**src/rtl/obi_axil_pkg.sv**
```systemverilog
// rtl/obi_axil_pkg.sv - shared types and AXI response codes for the OBI to AXI4-Lite bridge
//
// Purpose: bridge FSM state encoding, AXI4-Lite response codes and the
// helper that maps a response code onto the OBI error flag.
package obi_axil_pkg;

  typedef enum logic [2:0] {
    IDLE    = 3'd0,
    WR_AW_W = 3'd1,
    WR_B    = 3'd2,
    RD_AR   = 3'd3,
    RD_R    = 3'd4,
    RESP    = 3'd5
  } bridge_state_e;

  localparam logic [1:0] AXI_RESP_OKAY   = 2'b00;
  localparam logic [1:0] AXI_RESP_EXOKAY = 2'b01;
  localparam logic [1:0] AXI_RESP_SLVERR = 2'b10;
  localparam logic [1:0] AXI_RESP_DECERR = 2'b11;

  // SLVERR and DECERR both surface as an OBI bus error; OKAY and EXOKAY do not.
  function automatic logic resp_is_err(input logic [1:0] resp);
    logic err;
    err = 1'b0;
    case (resp)
      AXI_RESP_OKAY,   AXI_RESP_EXOKAY: err = 1'b0;
      AXI_RESP_SLVERR, AXI_RESP_DECERR: err = 1'b1;
    endcase
    return err;
  endfunction

endpackage

```
**src/rtl/obi_axil_bridge.sv**
```systemverilog
// rtl/obi_axil_bridge.sv - OBI slave to AXI4-Lite master bridge, one transaction outstanding
//
// Purpose: turns cv32e40p OBI requests into single AXI4-Lite read or write
// transactions towards the BRAM slave. A new OBI grant is only given in IDLE,
// so at most one transaction is ever in flight.
//
// Ports:
//   clk_i, rst_ni              clock, synchronous active-low reset
//   obi_req_i / obi_gnt_o      OBI request / combinational grant
//   obi_addr_i, obi_we_i,
//   obi_be_i, obi_wdata_i      OBI request payload
//   obi_rvalid_o, obi_rdata_o,
//   obi_err_o                  OBI response (one-cycle rvalid pulse)
//   m_aw_*, m_w_*, m_b_*       AXI4-Lite write address / data / response
//   m_ar_*, m_r_*              AXI4-Lite read address / data
module obi_axil_bridge
  import obi_axil_pkg::*;
#(
  parameter int unsigned ADDR_WIDTH = 32,
  parameter int unsigned DATA_WIDTH = 32,
  parameter int unsigned LOGGING    = 0
) (
  input  logic                    clk_i,
  input  logic                    rst_ni,

  input  logic                    obi_req_i,
  output logic                    obi_gnt_o,
  input  logic [ADDR_WIDTH-1:0]   obi_addr_i,
  input  logic                    obi_we_i,
  input  logic [DATA_WIDTH/8-1:0] obi_be_i,
  input  logic [DATA_WIDTH-1:0]   obi_wdata_i,
  output logic                    obi_rvalid_o,
  output logic [DATA_WIDTH-1:0]   obi_rdata_o,
  output logic                    obi_err_o,

  output logic [ADDR_WIDTH-1:0]   m_aw_addr_o,
  output logic                    m_aw_valid_o,
  input  logic                    m_aw_ready_i,
  output logic [DATA_WIDTH-1:0]   m_w_data_o,
  output logic [DATA_WIDTH/8-1:0] m_w_strb_o,
  output logic                    m_w_valid_o,
  input  logic                    m_w_ready_i,
  input  logic [1:0]              m_b_resp_i,
  input  logic                    m_b_valid_i,
  output logic                    m_b_ready_o,
  output logic [ADDR_WIDTH-1:0]   m_ar_addr_o,
  output logic                    m_ar_valid_o,
  input  logic                    m_ar_ready_i,
  input  logic [DATA_WIDTH-1:0]   m_r_data_i,
  input  logic [1:0]              m_r_resp_i,
  input  logic                    m_r_valid_i,
  output logic                    m_r_ready_o
);

  localparam int unsigned STRB_W = DATA_WIDTH / 8;

  // LOGGING selects a simulation-side transfer log that lives outside this
  // synthesizable file; here only its legal range is validated.
  if (((DATA_WIDTH % 8) != 0) || (LOGGING > 1)) begin : g_param_check
    $error("obi_axil_bridge: DATA_WIDTH must be a multiple of 8 and LOGGING must be 0 or 1");
  end

  bridge_state_e           state;

  logic [ADDR_WIDTH-1:0]   addr_q;
  logic [DATA_WIDTH-1:0]   wdata_q;
  logic [STRB_W-1:0]       be_q;

  logic                    aw_valid_q;
  logic                    w_valid_q;
  logic                    aw_done;
  logic                    w_done;
  logic                    b_ready_q;
  logic                    ar_valid_q;
  logic                    r_ready_q;
  logic                    rvalid_q;
  logic [DATA_WIDTH-1:0]   rdata_q;
  logic                    err_q;

  logic                    aw_fire;
  logic                    w_fire;
  logic                    aw_done_nx;
  logic                    w_done_nx;

  assign aw_fire    = aw_valid_q & m_aw_ready_i;
  assign w_fire     = w_valid_q & m_w_ready_i;
  // A channel counts as done if it completed earlier or completes this cycle,
  // which lets AW and W finish in either order or together.
  assign aw_done_nx = aw_done | aw_fire;
  assign w_done_nx  = w_done | w_fire;

  assign obi_gnt_o    = obi_req_i & (state == IDLE);
  assign obi_rvalid_o = rvalid_q;
  assign obi_rdata_o  = rdata_q;
  assign obi_err_o    = err_q;

  assign m_aw_addr_o  = addr_q;
  assign m_aw_valid_o = aw_valid_q;
  assign m_w_data_o   = wdata_q;
  assign m_w_strb_o   = be_q;
  assign m_w_valid_o  = w_valid_q;
  assign m_b_ready_o  = b_ready_q;
  assign m_ar_addr_o  = addr_q;
  assign m_ar_valid_o = ar_valid_q;
  assign m_r_ready_o  = r_ready_q;

  always_ff @(posedge clk_i) begin
    if (!rst_ni) begin
      state      <= IDLE;
      addr_q     <= '0;
      wdata_q    <= '0;
      be_q       <= '0;
      aw_valid_q <= 1'b0;
      w_valid_q  <= 1'b0;
      aw_done    <= 1'b0;
      w_done     <= 1'b0;
      b_ready_q  <= 1'b0;
      ar_valid_q <= 1'b0;
      r_ready_q  <= 1'b0;
      rvalid_q   <= 1'b0;
      rdata_q    <= '0;
      err_q      <= 1'b0;
    end else begin
      case (state)
        IDLE: begin
          rvalid_q <= 1'b0;
          if (obi_req_i) begin
            addr_q  <= obi_addr_i;
            wdata_q <= obi_wdata_i;
            be_q    <= obi_be_i;
            if (obi_we_i) begin
              aw_valid_q <= 1'b1;
              w_valid_q  <= 1'b1;
              aw_done    <= 1'b0;
              w_done     <= 1'b0;
              state      <= WR_AW_W;
            end else begin
              ar_valid_q <= 1'b1;
              state      <= RD_AR;
            end
          end
        end

        WR_AW_W: begin
          if (aw_fire) begin
            aw_valid_q <= 1'b0;
          end
          if (w_fire) begin
            w_valid_q <= 1'b0;
          end
          aw_done <= aw_done_nx;
          w_done  <= w_done_nx;
          if (aw_done_nx && w_done_nx) begin
            b_ready_q <= 1'b1;
            state     <= WR_B;
          end
        end

        WR_B: begin
          if (m_b_valid_i) begin
            b_ready_q <= 1'b0;
            err_q     <= resp_is_err(m_b_resp_i);
            rdata_q   <= '0;
            rvalid_q  <= 1'b1;
            state     <= RESP;
          end
        end

        RD_AR: begin
          if (m_ar_ready_i) begin
            ar_valid_q <= 1'b0;
            r_ready_q  <= 1'b1;
            state      <= RD_R;
          end
        end

        RD_R: begin
          if (m_r_valid_i) begin
            r_ready_q <= 1'b0;
            rdata_q   <= m_r_data_i;
            err_q     <= resp_is_err(m_r_resp_i);
            rvalid_q  <= 1'b1;
            state     <= RESP;
          end
        end

        RESP: begin
          // Single-cycle response; the grant reopens only once back in IDLE.
          rvalid_q <= 1'b0;
          state    <= IDLE;
        end

        default: begin
          state <= IDLE;
        end
      endcase
    end
  end

endmodule

```
**config.mk**
```make
export PLATFORM = sky130hd
export DESIGN_NAME = obi_axil_bridge
export DESIGN_NICKNAME = d
export VERILOG_FILES = /design/src/rtl/obi_axil_pkg.sv /design/src/rtl/obi_axil_bridge.sv
export SDC_FILE = /design/constraint.sdc
export NUM_CORES = 1
export LEC_CHECK = 0
export BUFFER_PORTS_ARGS = -buffer_cell sky130_fd_sc_hd__buf_4
export CORE_ASPECT_RATIO = 1.2
export CORE_MARGIN = 10
export CORE_UTILIZATION = 40
export DETAILED_ROUTE_END_ITERATION = 6
export PLACE_DENSITY = 0.81
export SYNTH_ARGS = -nofsm -noshare
export SYNTH_HDL_FRONTEND = slang
export SYNTH_SLANG_ARGS = --single-unit
```
**constraint.sdc**
```tcl
create_clock -name clk_i -period 1.3 [get_ports clk_i]
set_input_delay 0.13 -clock clk_i [delete_from_list [all_inputs] [get_ports clk_i]]
set_output_delay 0.13 -clock clk_i [all_outputs]
set_load 0.03 [all_outputs]
```
# [Yosys cells after proc, flatten, opt, wreduce, memory -nomap -nowiden]
# Index checks and enable logic that the tools add are counted.
[totals] reg_bits=112 latchBits=0 ram_bits=0 rom_bits=0 inputBits=113 mem_count=0
[classes] n_addsub=0 n_mul=0 div_mod_pow=0 n_lt_le_gt_ge=0 n_eq_ne=20 n_shift=0 mux=38 n_bitwise=5 n_reduce_logical=25
[ops] operator="$mux 32" n=2
[ops] operator="$pmux 32 s2" n=1
[ops] operator="$pmux 1 s2" n=10
[ops] operator="$ne 2x2->1 const B" n=9
[ops] operator="$mux 1" n=17
[ops] operator="$mux 3" n=5
[ops] operator="$pmux 3 s5" n=1
[ops] operator="$reduce_and 3->1" n=5
[ops] operator="$reduce_and 4->1" n=3
[ops] operator="$reduce_bool 2->1" n=5
[ops] operator="$reduce_or 2->1" n=5
[ops] operator="$eq 2x2->1 const B" n=4
[ops] operator="$eq 3x2->1 const B" n=2
[ops] operator="$eq 3x3->1 const B" n=2
[ops] operator="$reduce_and 5->1" n=1
[ops] operator="$eq 2x1->1 const B" n=2
[ops] operator="$logic_not 2->1" n=2
[ops] operator="$and 1x1->1" n=3
[ops] operator="$eq 3x1->1 const B" n=1
[ops] operator="$logic_not 3->1" n=1
[ops] operator="$pmux 1 s3" n=1
[ops] operator="$reduce_bool 3->1" n=1
[ops] operator="$mux 2" n=1
[ops] operator="$or 1x1->1" n=2
[ops] operator="2 further kinds" n=2

# [Logic depth before layout (Yosys ltp)]
[logic_depth] depth_word=5 depth_mapped=8 depth_no_buf=6

# [Least setup slack after synthesis]
# Ideal clock, no wire load.
[synth_path] path_kind="register to register" start="register state[2]" end="register addr_q[10] (netlist: m_ar_addr_o[10])" setup_ps=70 arrival_time_ps=1211 required_time_ps=1230 path_slack_ps=19 path_stages_with_launch=8 n_path_buf=2 period_less_slack_ps=1281 cell_sequence="dfxtp_1 buf_6 nor2b_1 nand2_2 inv_2 buf_2 nand2_1 a21oi_1"
[synth_via] elab_chain_len=2
[synth_lines] item="from (decl)" line="obi_axil_bridge.sv:63" rtl="bridge_state_e state;"
[synth_lines] item="from (signal assigned)" line="obi_axil_bridge.sv:109" rtl="state <= IDLE;"
[synth_lines] item="from (signal assigned)" line="obi_axil_bridge.sv:136" rtl="state <= WR_AW_W;"
[synth_lines] item="from (signal assigned)" line="obi_axil_bridge.sv:139" rtl="state <= RD_AR;"
[synth_lines] item="$logic_not 3->1" line="obi_axil_bridge.sv:124" rtl="case (state)"
[synth_lines] item="$reduce_and 2->1 (no source line)"
[synth_lines] item="to (signal assigned)" line="obi_axil_bridge.sv:128" rtl="addr_q <= obi_addr_i;"
[synth_lines] item="to (decl)" line="obi_axil_bridge.sv:65" rtl="logic [ADDR_WIDTH-1:0] addr_q;"
# Every way passes these cells.
# A chain may end at the register's enable or synchronous reset.

# [Final worst setup path]
[layout_path] start="register state[2]" end="output obi_gnt_o"
[layout_via] elab_chain_len=2
[layout_lines] item="$logic_not 3->1" line="obi_axil_bridge.sv:92" rtl="assign obi_gnt_o = obi_req_i & (state == IDLE);"
[layout_lines] item="$and 1x1->1" line="obi_axil_bridge.sv:92"
[layout_lines] item="to (decl)" line="obi_axil_bridge.sv:27" rtl="output logic obi_gnt_o,"
# Every way passes these cells.

==> summary.txt <==
Placed design
  – Placed inst area: 6270 sq um
  – Buffers on Ports: 250
  – Detail Placement HPWL: 11.5 mm
  – Routability Congestion: 0.770

Worst setup path
  – Crit Path Class: reg -> out
  – Worst Path Arrival: between 1 and 1.5 ns
  – Worst EP required: 1.17 ns
  – Crit. End Element: output port
  – Critical path cell sequence: nor2b_4, nand2_4, inv_4, buf_12, buf_8
  – CP Max Fanout: 5
  – Worst r2r path cells: 6
  – Slowest CP cell: dfxtp_4
  – Worst path max stage delay: 0.37 ns
  – Startpoint Class: register

Clock network
  – Clock sinks: 112
  – CTS tree: built
  – Clock slew at the register clock pins of the worst setup and hold paths: 0.08 ns
  – CTS Buf Count: 9
  – Clk_lat worst skew: 0.34 ns
  – Max clock buf depth: 2
  – CTS hold repair buffers: 0
  – Clock root buffer: clkbuf_16
  – CTS H-tree depth: 3

Pwr
  – Seq pwr share: 34.3%
  – Comb pwr share: between 40% and 50%
  – Sw power: between 4 and 5 mW
  – Clk network pwr share: 22.9%
  – Sw Share: 38.1%
  – Leakage: 3.08 nW
  – Pwr dens: 1710 nW/um^2
  – Internal power: 7.51 mW
  – Peak supply drop: ~0.86 mV

Drt
  – DR WL/cell: approximately 18 microns
  – Post-route ant nets: 0
  – Via count: 4704
  – Total wire length: roughly 16 mm
  – DRC violations left: 0
  – Initial DRC count: 334
  – Vias per inst: 5.19
  – Router iterations before antenna repair: 5

Cells and area
  – Layout Area Growth over Synthesis: 60.7%
  – Area of the multi-input gates: 1990 sq um
  – Finished Core Util: 65.1%
  – Sequential cell area: 2250 sq um
  – Share of layout cells above drive strength 1: 47.2%
  – Commonest non-fill, non-tap cell in the layout: buf_4
  – Commonest non-fill, non-tap cells in the layout: 260 x buf_4, 156 x nand2_1, 108 x dfxtp_1, 78 x a21oi_1, 32 x nand4_1
  – Fin nets: 883
  – Post-route cell area: around 7100 sq um
  – Diode count: 0
  – Fill cells: between 800 and 900

Die
  – Initial Utilization: 40.5%
  – Die Y: ~140 microns
  – Io pins: 253
  – Rows: 42
  – Die width: 116 microns
  – Core area: about 11000 sq um
  – Die area: 15700 sq um

Global route
  – Largest net degree at the start of global routing: 60
  – First-pass GRT wire length: 23.1 mm
  – GR Util All Layers: 18.2%
  – Grt total ovfl: 0
  – Initial antenna violation count: 0
  – Number of global-route vias before repair: 4480

Hold path
  – Worst Hold Class: in -> reg
  – Worst hold stages: 3

Logic synthesis
  – Synth async-reset ratio: 0%
  – Synth top area share: 50.7%
  – Area contributors post-synth: dfxtp_1 51%, nand2_1 15%, a21oi_1 12%, buf_4 5.8%, nand4_1 4.5%
  – Cell taking the most area after synthesis: dfxtp_1
  – Mapped cell area: between 4000 and 5000 sq um
  – Unique masters post-synth: 32
  – Predominant post-synthesis flop cell: dfxtp_1
  – Post-Syn Nets: 665
  – Sequential area share after synthesis: 50.7%
  – Post-synth EDFFs: 0
  – Yosys Warn Count: 0
  – Post-synthesis register bit count: roughly 110
  – Post-synthesis average cell area: 8.02 sq um
  – Post-synthesis cell count: 552

Timing
  – Setup violations, final: 17
  – Final Worst Setup Slack: -0.0334 ns
  – Rel. slew slack: between 70% and 80%
  – Fmax achieved: 750 MHz
  – Min Clock Period, post-route: 1.33 ns
  – Final hold vios: 0
  – Worst slew pin tran: 0.414 ns
  – Fin crit share: 103%
  – Max-slew violations: 0
  – RSZ-0062 raised after global routing: true
  – Worst Skew: 0.00953 ns

Run status
  – Outcome: finished with violations
  – Failing checks: negative setup slack

Run
  – Max cap viols: 0
-- cell type report --
| class | instances | area share [%] |
|---|---|---|
| Timing Repair Buffer | 283 | 33.6 |
| Sequential cell | 112 | 31.6 |
| Multi-Input combinational cell | 360 | 27.9 |
| Clock buffer | 9 | 3.17 |
| Tap cell | 132 | 2.32 |
| Clock inverter | 6 | 1.07 |
| Inverter | 4 | 0.246 |
-- routing by layer --
metal  wire (microns)  vias to the layer above  track usage [%]
met1             5900                     2226             19.4
met2             8790                      212             32.1
met5                0                        -                0
met3             1500                       21             6.43
met4              280                        0             6.96
li1                 -                     2245                -
-- Yosys cell counts, types with 2 or more instances --
cell      instances
nand2_1         177
buf_6             5
a31oi_1           4
nand2b_1          2
buf_1             3
dfxtp_1         112
inv_2             2
nor2_1            7
buf_4            34
clkbuf_1         20
nor2b_1           5
a21oi_1         107
o21ai_0           4
buf_2            14
nand3_1           4
o211ai_1          3
inv_1             2
a221oi_1          2
nand4_1          32
-- final timing paths --
check | endpoint | slack (ns) | startpoint
worst max-delay path | obi_gnt_o | -0.03 | state[2]
worst max register to register | obi_rdata_o[3] | -0.03 | state[2]
worst min register to register | m_w_data_o[24] | 0.46 | m_w_data_o[24]
worst min-delay path | m_w_data_o[1] | 0.03 | obi_wdata_i[1]
-- power groups by stage --
stage	registers (mW)	logic (mW)	clock network [mW]
after floorplan	4.90	2.12	0
after global placement	4.20	4.40	0
after detailed placement	4.23	4.49	0
after CTS	4.16	4.72	2.85
after global routing	4.22	5.50	2.98
final	4.17	5.19	2.78
-- metrics by stage --
step / hold slack [ns] / cells / setup slack (ns) / power (mW) / TNS (ns)
floorplan: 0.266 / 552 / 0.0185 / 7.02 / 0
detailed placement: 0.384 / 878 / -0.0795 / 8.71 / -0.843
finish: 0.0302 / 906 / -0.0334 / 12.1 / -0.243
global route: 0.0242 / 906 / -0.0904 / 12.7 / -2.42
global placement: 0.378 / 878 / -0.0101 / 8.60 / -0.0608
CTS: 0.0157 / 900 / -0.0415 / 11.7 / -0.105
-- what timing repair did --
item | in CTS | in global routing
endpoints found under the hold margin | 0 | 0
setup buffers | 5 | 2
resized for setup | 13 | 81
pin swaps | 4 | 37
cloned | 2 | 5
setup endpoints to repair | 83 | 93
-- sequential cells by signal (all words and copies together) (netlist names), 3 cells and up --
name,cells
m_ar_addr_o,32
m_w_data_o,32
m_w_strb_o,4
obi_rdata_o,32
state,3
-- critical path, delay by kind of cell (launching register included) --
kind | cells | cell delay (ns)
flops | 1 | 0.37
buf+inv | 3 | 0.28
simple gates | 2 | 0.20
-- cell families (layout without fill, tap and decap cells) --
kind of cell	after synthesis	after routing	synth area share [%]
mux	1	1	0.226
buf+inv	80	302	10.9
simple gates	234	234	23.0
flops	112	112	50.7
compound gates	125	125	15.2
Power figures use the tool's default switching activity.
